$ cat src/rtl/axi_rd_arb_pkg.sv
// Shared types and constants for the two-master AXI read arbiter.
package axi_rd_arb_pkg;

    typedef enum logic [1:0] {
        IDLE = 2'd0,
        ADDR = 2'd1,
        DATA = 2'd2
    } state_t;

    localparam logic [1:0] GNT_NONE = 2'b00;
    localparam logic [1:0] GNT_M0   = 2'b01;
    localparam logic [1:0] GNT_M1   = 2'b10;

    localparam int DEF_ADDR_WIDTH = 32;
    localparam int DEF_DATA_WIDTH = 32;
    localparam int DEF_LEN_WIDTH  = 8;

endpackage

$ cat src/rtl/rr_arbiter_2.sv
// Two-way round-robin pick: a lone requester wins; on a tie the master
// that was not granted last wins.
import axi_rd_arb_pkg::*;

module rr_arbiter_2 (
    input  logic [1:0] req,
    input  logic       last_grant,
    output logic [1:0] winner
);

    always_comb begin
        winner = GNT_NONE;
        unique case (req)
            2'b01:   winner = GNT_M0;
            2'b10:   winner = GNT_M1;
            2'b11:   winner = last_grant ? GNT_M0 : GNT_M1;
            default: winner = GNT_NONE;
        endcase
    end

endmodule

$ cat src/rtl/axi_read_arbiter.sv
// Shares one simplified AXI read port between two masters, round-robin at
// burst granularity; the grant lasts from AR acceptance to the rlast beat.
import axi_rd_arb_pkg::*;

module axi_read_arbiter #(
    parameter int ADDR_WIDTH = DEF_ADDR_WIDTH,
    parameter int DATA_WIDTH = DEF_DATA_WIDTH,
    parameter int LEN_WIDTH  = DEF_LEN_WIDTH
) (
    input  logic                  clk,
    input  logic                  rst,
    input  logic [ADDR_WIDTH-1:0] s0_araddr,
    input  logic [LEN_WIDTH-1:0]  s0_arlen,
    input  logic                  s0_arvalid,
    output logic                  s0_arready,
    output logic [DATA_WIDTH-1:0] s0_rdata,
    output logic                  s0_rvalid,
    output logic                  s0_rlast,
    input  logic                  s0_rready,
    input  logic [ADDR_WIDTH-1:0] s1_araddr,
    input  logic [LEN_WIDTH-1:0]  s1_arlen,
    input  logic                  s1_arvalid,
    output logic                  s1_arready,
    output logic [DATA_WIDTH-1:0] s1_rdata,
    output logic                  s1_rvalid,
    output logic                  s1_rlast,
    input  logic                  s1_rready,
    output logic [ADDR_WIDTH-1:0] m_araddr,
    output logic [LEN_WIDTH-1:0]  m_arlen,
    output logic                  m_arvalid,
    input  logic                  m_arready,
    input  logic [DATA_WIDTH-1:0] m_rdata,
    input  logic                  m_rvalid,
    input  logic                  m_rlast,
    output logic                  m_rready,
    output logic [1:0]            grant,
    output logic                  burst_err
);

    state_t               state, state_d;
    logic [1:0]           winner;
    logic                 last_grant;  // 1 = master 1 was served last
    logic [LEN_WIDTH-1:0] beat_cnt;
    logic                 in_data;
    logic                 rd_hs;

    rr_arbiter_2 u_arb (
        .req        ({s1_arvalid, s0_arvalid}),
        .last_grant (last_grant),
        .winner     (winner)
    );

    assign in_data = (state == DATA);
    assign rd_hs   = in_data & m_rvalid & m_rready;

    always_ff @(posedge clk) begin
        if (rst) state <= IDLE;
        else     state <= state_d;
    end

    always_comb begin
        state_d = state;
        unique case (state)
            IDLE:    if (|winner) state_d = ADDR;
            ADDR:    if (m_arready) state_d = DATA;
            DATA:    if (rd_hs && m_rlast) state_d = IDLE;
            default: state_d = IDLE;
        endcase
    end

    always_ff @(posedge clk) begin
        if (rst) begin
            grant      <= GNT_NONE;
            m_arvalid  <= 1'b0;
            m_araddr   <= '0;
            m_arlen    <= '0;
            beat_cnt   <= '0;
            last_grant <= 1'b1;
            burst_err  <= 1'b0;
        end else begin
            unique case (state)
                IDLE: if (|winner) begin
                    grant     <= winner;
                    m_arvalid <= 1'b1;
                    m_araddr  <= winner[1] ? s1_araddr : s0_araddr;
                    m_arlen   <= winner[1] ? s1_arlen  : s0_arlen;
                end
                ADDR: if (m_arready) begin
                    m_arvalid <= 1'b0;
                    beat_cnt  <= '0;
                end
                DATA: if (rd_hs) begin
                    beat_cnt <= beat_cnt + 1'b1;
                    // Flags both an early rlast and a missing rlast on the final counted beat
                    if (m_rlast != (beat_cnt == m_arlen)) burst_err <= 1'b1;
                    if (m_rlast) begin
                        last_grant <= grant[1];
                        grant      <= GNT_NONE;
                    end
                end
                default: ;
            endcase
        end
    end

    assign s0_arready = (state == IDLE) & winner[0];
    assign s1_arready = (state == IDLE) & winner[1];

    assign s0_rvalid = in_data & grant[0] & m_rvalid;
    assign s0_rlast  = in_data & grant[0] & m_rlast;
    assign s0_rdata  = (in_data & grant[0]) ? m_rdata : '0;
    assign s1_rvalid = in_data & grant[1] & m_rvalid;
    assign s1_rlast  = in_data & grant[1] & m_rlast;
    assign s1_rdata  = (in_data & grant[1]) ? m_rdata : '0;

    assign m_rready = in_data & ((grant[0] & s0_rready) | (grant[1] & s1_rready));

endmodule

$ cat config.mk
export PLATFORM = sky130hd
export DESIGN_NAME = axi_read_arbiter
export DESIGN_NICKNAME = d
export VERILOG_FILES = /design/src/rtl/axi_rd_arb_pkg.sv /design/src/rtl/rr_arbiter_2.sv /design/src/rtl/axi_read_arbiter.sv
export SDC_FILE = /design/constraint.sdc
export NUM_CORES = 1
export LEC_CHECK = 0
export BUFFER_PORTS_ARGS = -buffer_cell sky130_fd_sc_hd__buf_2
export CORE_AREA = 2 2 93 95
export DETAILED_ROUTE_END_ITERATION = 8
export DIE_AREA = 0 0 95 97
export PLACE_DENSITY = 0.76
export SLEW_MARGIN = 20
export SYNTH_ARGS = -nofsm -noshare
export SYNTH_HDL_FRONTEND = slang
export SYNTH_HIERARCHICAL = 1
export SYNTH_SLANG_ARGS = --single-unit
export TNS_END_PERCENT = 100
$ cat constraint.sdc
create_clock -name clk -period 3.57 [get_ports clk]
set_clock_uncertainty 0.2 [all_clocks]
set_input_delay 0.1785 -clock clk [delete_from_list [all_inputs] [get_ports clk]]
set_output_delay 0.1785 -clock clk [all_outputs]
set_load 0.005 [all_outputs]
==> run_results.csv <==
group,metric,value,unit
outcome,status,"completed",
die,ios,236,
layout,utilization,53.9,%
drt,routed_wl,9360,um
pwr,p_sw_share,29.8,%
sta,fmax,0.396,GHz
yosys,ys_seq_area_share,36.2,%
yosys,synth-seq-cells,55,
layout,num-nets-final,692,
job,cap_violations,0,
yosys,netlist_instances,355,
clock_network,clockBufferDepth,2,
yosys,synth_xor_area_share,2.59,%
clock_network,clock_latency,300,ps
setup_path,slowest_stage,"and2b_1",
global_route,grt_use_met3,3.43,%
die,die_height,97,um
layout,final_common_cell,"buf_2",
yosys,synth_cell_type_count,36,
drt,drtIter0Drc,101,
min_path,hold_path.class,"in -> reg",
setup_path,r2r_setup_slack,1260,ps
sta,finalHoldViolations,0,
drt,drt_first_pass_iters,4,
pwr,power.density,332,nW/um^2
drt,vias,3401,
yosys,ys_warn_count,6,
clock_network,cts_buffers,5,
layout,design_area,4380,um^2
yosys,synthAdderAreaFrac,0.411,%
global_route,overflow,0,
setup_path,crit_path_max_incr_delay,600,ps
setup_path,crit_end,"s0_rvalid",
sta,fin_crit_sh,70.6,%
sta,setup_violations,0,
global_route,grt_pass1_wl,14200,um
sta,timing.hold.ws,8.30,ps
yosys,synth_compound_area_share,14.8,%
yosys,syn_area,3040,um^2
sta,fin_crit,2520,ps
yosys,syn_area_per_cell,8.57,um^2
sta,tightest_slew,901,ps
sta,rsz0062_at_grt,"no",
global_route,grt.total_usage,19.0,%
drt,vias_per_cell,5.03,
setup_path,worst_r2r_path_depth,5,
pwr,ir_drop,0.214,mV
pwr,seq_power_share,49.8,%
global_route,busiest_layer,"met2",
placed_design,preCtsSetupSlack,1290,ps
placed_design,place_area,4230,um^2
setup_path,path_max_fanout,49,
layout,most-common-layout-cells,"buf_2 (235), and3_1 (70), dfxtp_1 (55), nor2_1 (47), mux2i_1 (41)",
die,dieWidth,95,um
die,core_area,8130,um^2
clock_network,clock-sinks,55,
setup_path,startpoint,"state[1]$_SDFFE_PP0P_",
yosys,synth.top_cell.area_share,36.2,%
layout,register_area,1100,um^2
drt,wire_per_inst,13.9,um
pwr,p_clk_share,23.9,%
yosys,synthTopCellsByArea,"dfxtp_1 (36%), and3_1 (14%), mux2i_1 (13%)",
setup_path,worstPathCellList,"and2b_1, buf_4, and3_1, buf_2",
placed_design,numPortBuffers,235,
setup_path,crit_path_start_kind,"flip-flop",
setup_path,cp.arrival,2140,ps
yosys,synth_simple_gate_area_share,26.3,%
setup_path,endpoint_kind,"output port",
sta,slew_viol_final,0,
layout,syn_to_final_growth,44.0,%
die,fp-row-count,33,
layout,fin_cells,676,
pwr,p_leak,2.49,nW
setup_path,r2r-start,"state[1]$_SDFFE_PP0P_",
yosys,yosys-mux-area-fraction,13.5,%
clock_network,cts-root-buf,"clkbuf_8",
setup_path,path_class,"reg -> out",
layout,multiInputGateArea,1760,um^2
drt,antenna_left,0,
placed_design,hpwl,7350,um
layout,drive_gt1_share,44.6,%
placed_design,gp_congestion,0.718,
global_route,antenna_found_initial,1,
drt,drc,0,
clock_network,cts_tree,"yes",
global_route,grt_pass1_vias,3082,
pwr,p_total,1.46,mW
global_route,gr-usage-met2,37.3,%
sta,fin_setup_tns,0,ps
setup_path,worstReg2RegEnd,"grant[1]$_SDFFE_PP0P_",
die,die-area,9220,um^2
layout,fillers,779,
setup_path,worst_ep_required_time,3190,ps
global_route,grt_use_met1,20.0,%
yosys,yosys.area.top_type,"dfxtp_1",
global_route,grt_max_degree,51,
pwr,internal_power,1.02,mW
clock_network,cts.clk_slew.worst_paths,90,ps
clock_network,cts-resized-gates,0,
yosys,synth_top_family_by_area,"simple AND/OR/NAND/NOR gates",
placed_design,dp_cells,662,
yosys,syn_nets,477,
clock_network,h-tree-depth,2,
die,start_util,37.4,%
pwr,p_comb_share,26.3,%
sta,finalWorstSetupSlack,1050,ps
sta,slew_headroom,39.9,%
pwr,net-switching-power,0.434,mW
-- critical path, delay by kind of cell (launching register included) --
family / cells / cell delay [ps]
buffers and inverters: 2 / 570
AND/OR/NAND/NOR: 2 / 860
flip-flops: 1 / 420
-- sequential cells by signal, summed over array words and instances, names as in the netlist --
register / flops
m_arlen: 8
m_araddr: 32
last_grant: 1
state: 2
burst_err: 1
beat_cnt: 8
m_arvalid: 1
grant: 2
-- worst min-delay path by stage --
stage / from / end / slack (ps) / cells after the start
2_1_floorplan: m_rlast / last_grant$_SDFFE_PP1P_ / 130 / 2
3_3_place_gp: burst_err$_SDFFE_PP0P_ / burst_err$_SDFFE_PP0P_ / 250 / 2
3_5_place_dp: burst_err$_SDFFE_PP0P_ / burst_err$_SDFFE_PP0P_ / 270 / 2
4_1_cts: s0_araddr[9] / m_araddr[9]$_SDFFE_PP0P_ / 1 / 3
5_1_grt: s0_araddr[9] / m_araddr[9]$_SDFFE_PP0P_ / 0.3 / 3
6_report: s0_araddr[25] / m_araddr[25]$_SDFFE_PP0P_ / 8 / 3
-- layout make-up --
| class | count | share of cell area (%) |
|---|---|---|
| Clock buffer | 6 | 1.89 |
| Sequential cell | 55 | 25.1 |
| Tap cell | 105 | 3.00 |
| Multi-Input combinational cell | 260 | 40.3 |
| Timing Repair Buffer | 245 | 29.2 |
| Inverter | 3 | 0.257 |
| Antenna cell | 1 | 0.0571 |
| Clock inverter | 1 | 0.200 |
-- cells in the mapped netlist (all sizes together) --
master and n:
and3 70, dfxtp 55, nor2 47, mux2i 41
a211oi 40, clkbuf 24, buf 13, a21oi 9
xnor2 8, o21ai 6, or3 6, nand4 5
nand2 4, nand3 4, a31oi 3, inv 3
a21boi 2, and2 2, nor3b 2, or2 2
a22o 1, and2b 1, and3b 1, ha 1
nand2b 1, o2111ai 1, o311ai 1, or3b 1
xor2 1
-- kinds of logic (layout without fill, tap and decap cells) --
group	Yosys count	in the layout
AO/OA/AOI/OAI	63	63
XOR/XNOR	9	9
adder cells (fa/ha/maj)	1	1
buffers and inverters	40	255
flip-flops	55	55
multiplexers	41	41
other	0	1
AND/OR/NAND/NOR	146	146
-- power groups by stage --
stage                     Combinational, mW  Sequential, mW  Clock, mW
after floorplan                       0.216           0.734          0
after global placement                0.370           0.737          0
after detailed placement              0.382           0.738          0
after CTS                             0.387           0.725      0.365
after global routing                  0.427           0.736      0.388
final                                 0.383           0.725      0.348
-- per-layer routing --
layer / vias to the layer above / routed length, um
met5: - / 0
met4: 0 / 90
met2: 146 / 4910
li1: 1721 / -
met3: 8 / 683
met1: 1526 / 3680
-- repair_timing --
item | 4_1_cts | 5_1_grt
buffers inserted | 0 | 0
endpoints found under the hold margin | 6 | 0
hold buffers | 6 | 0
(Power assumes the default switching activity.)
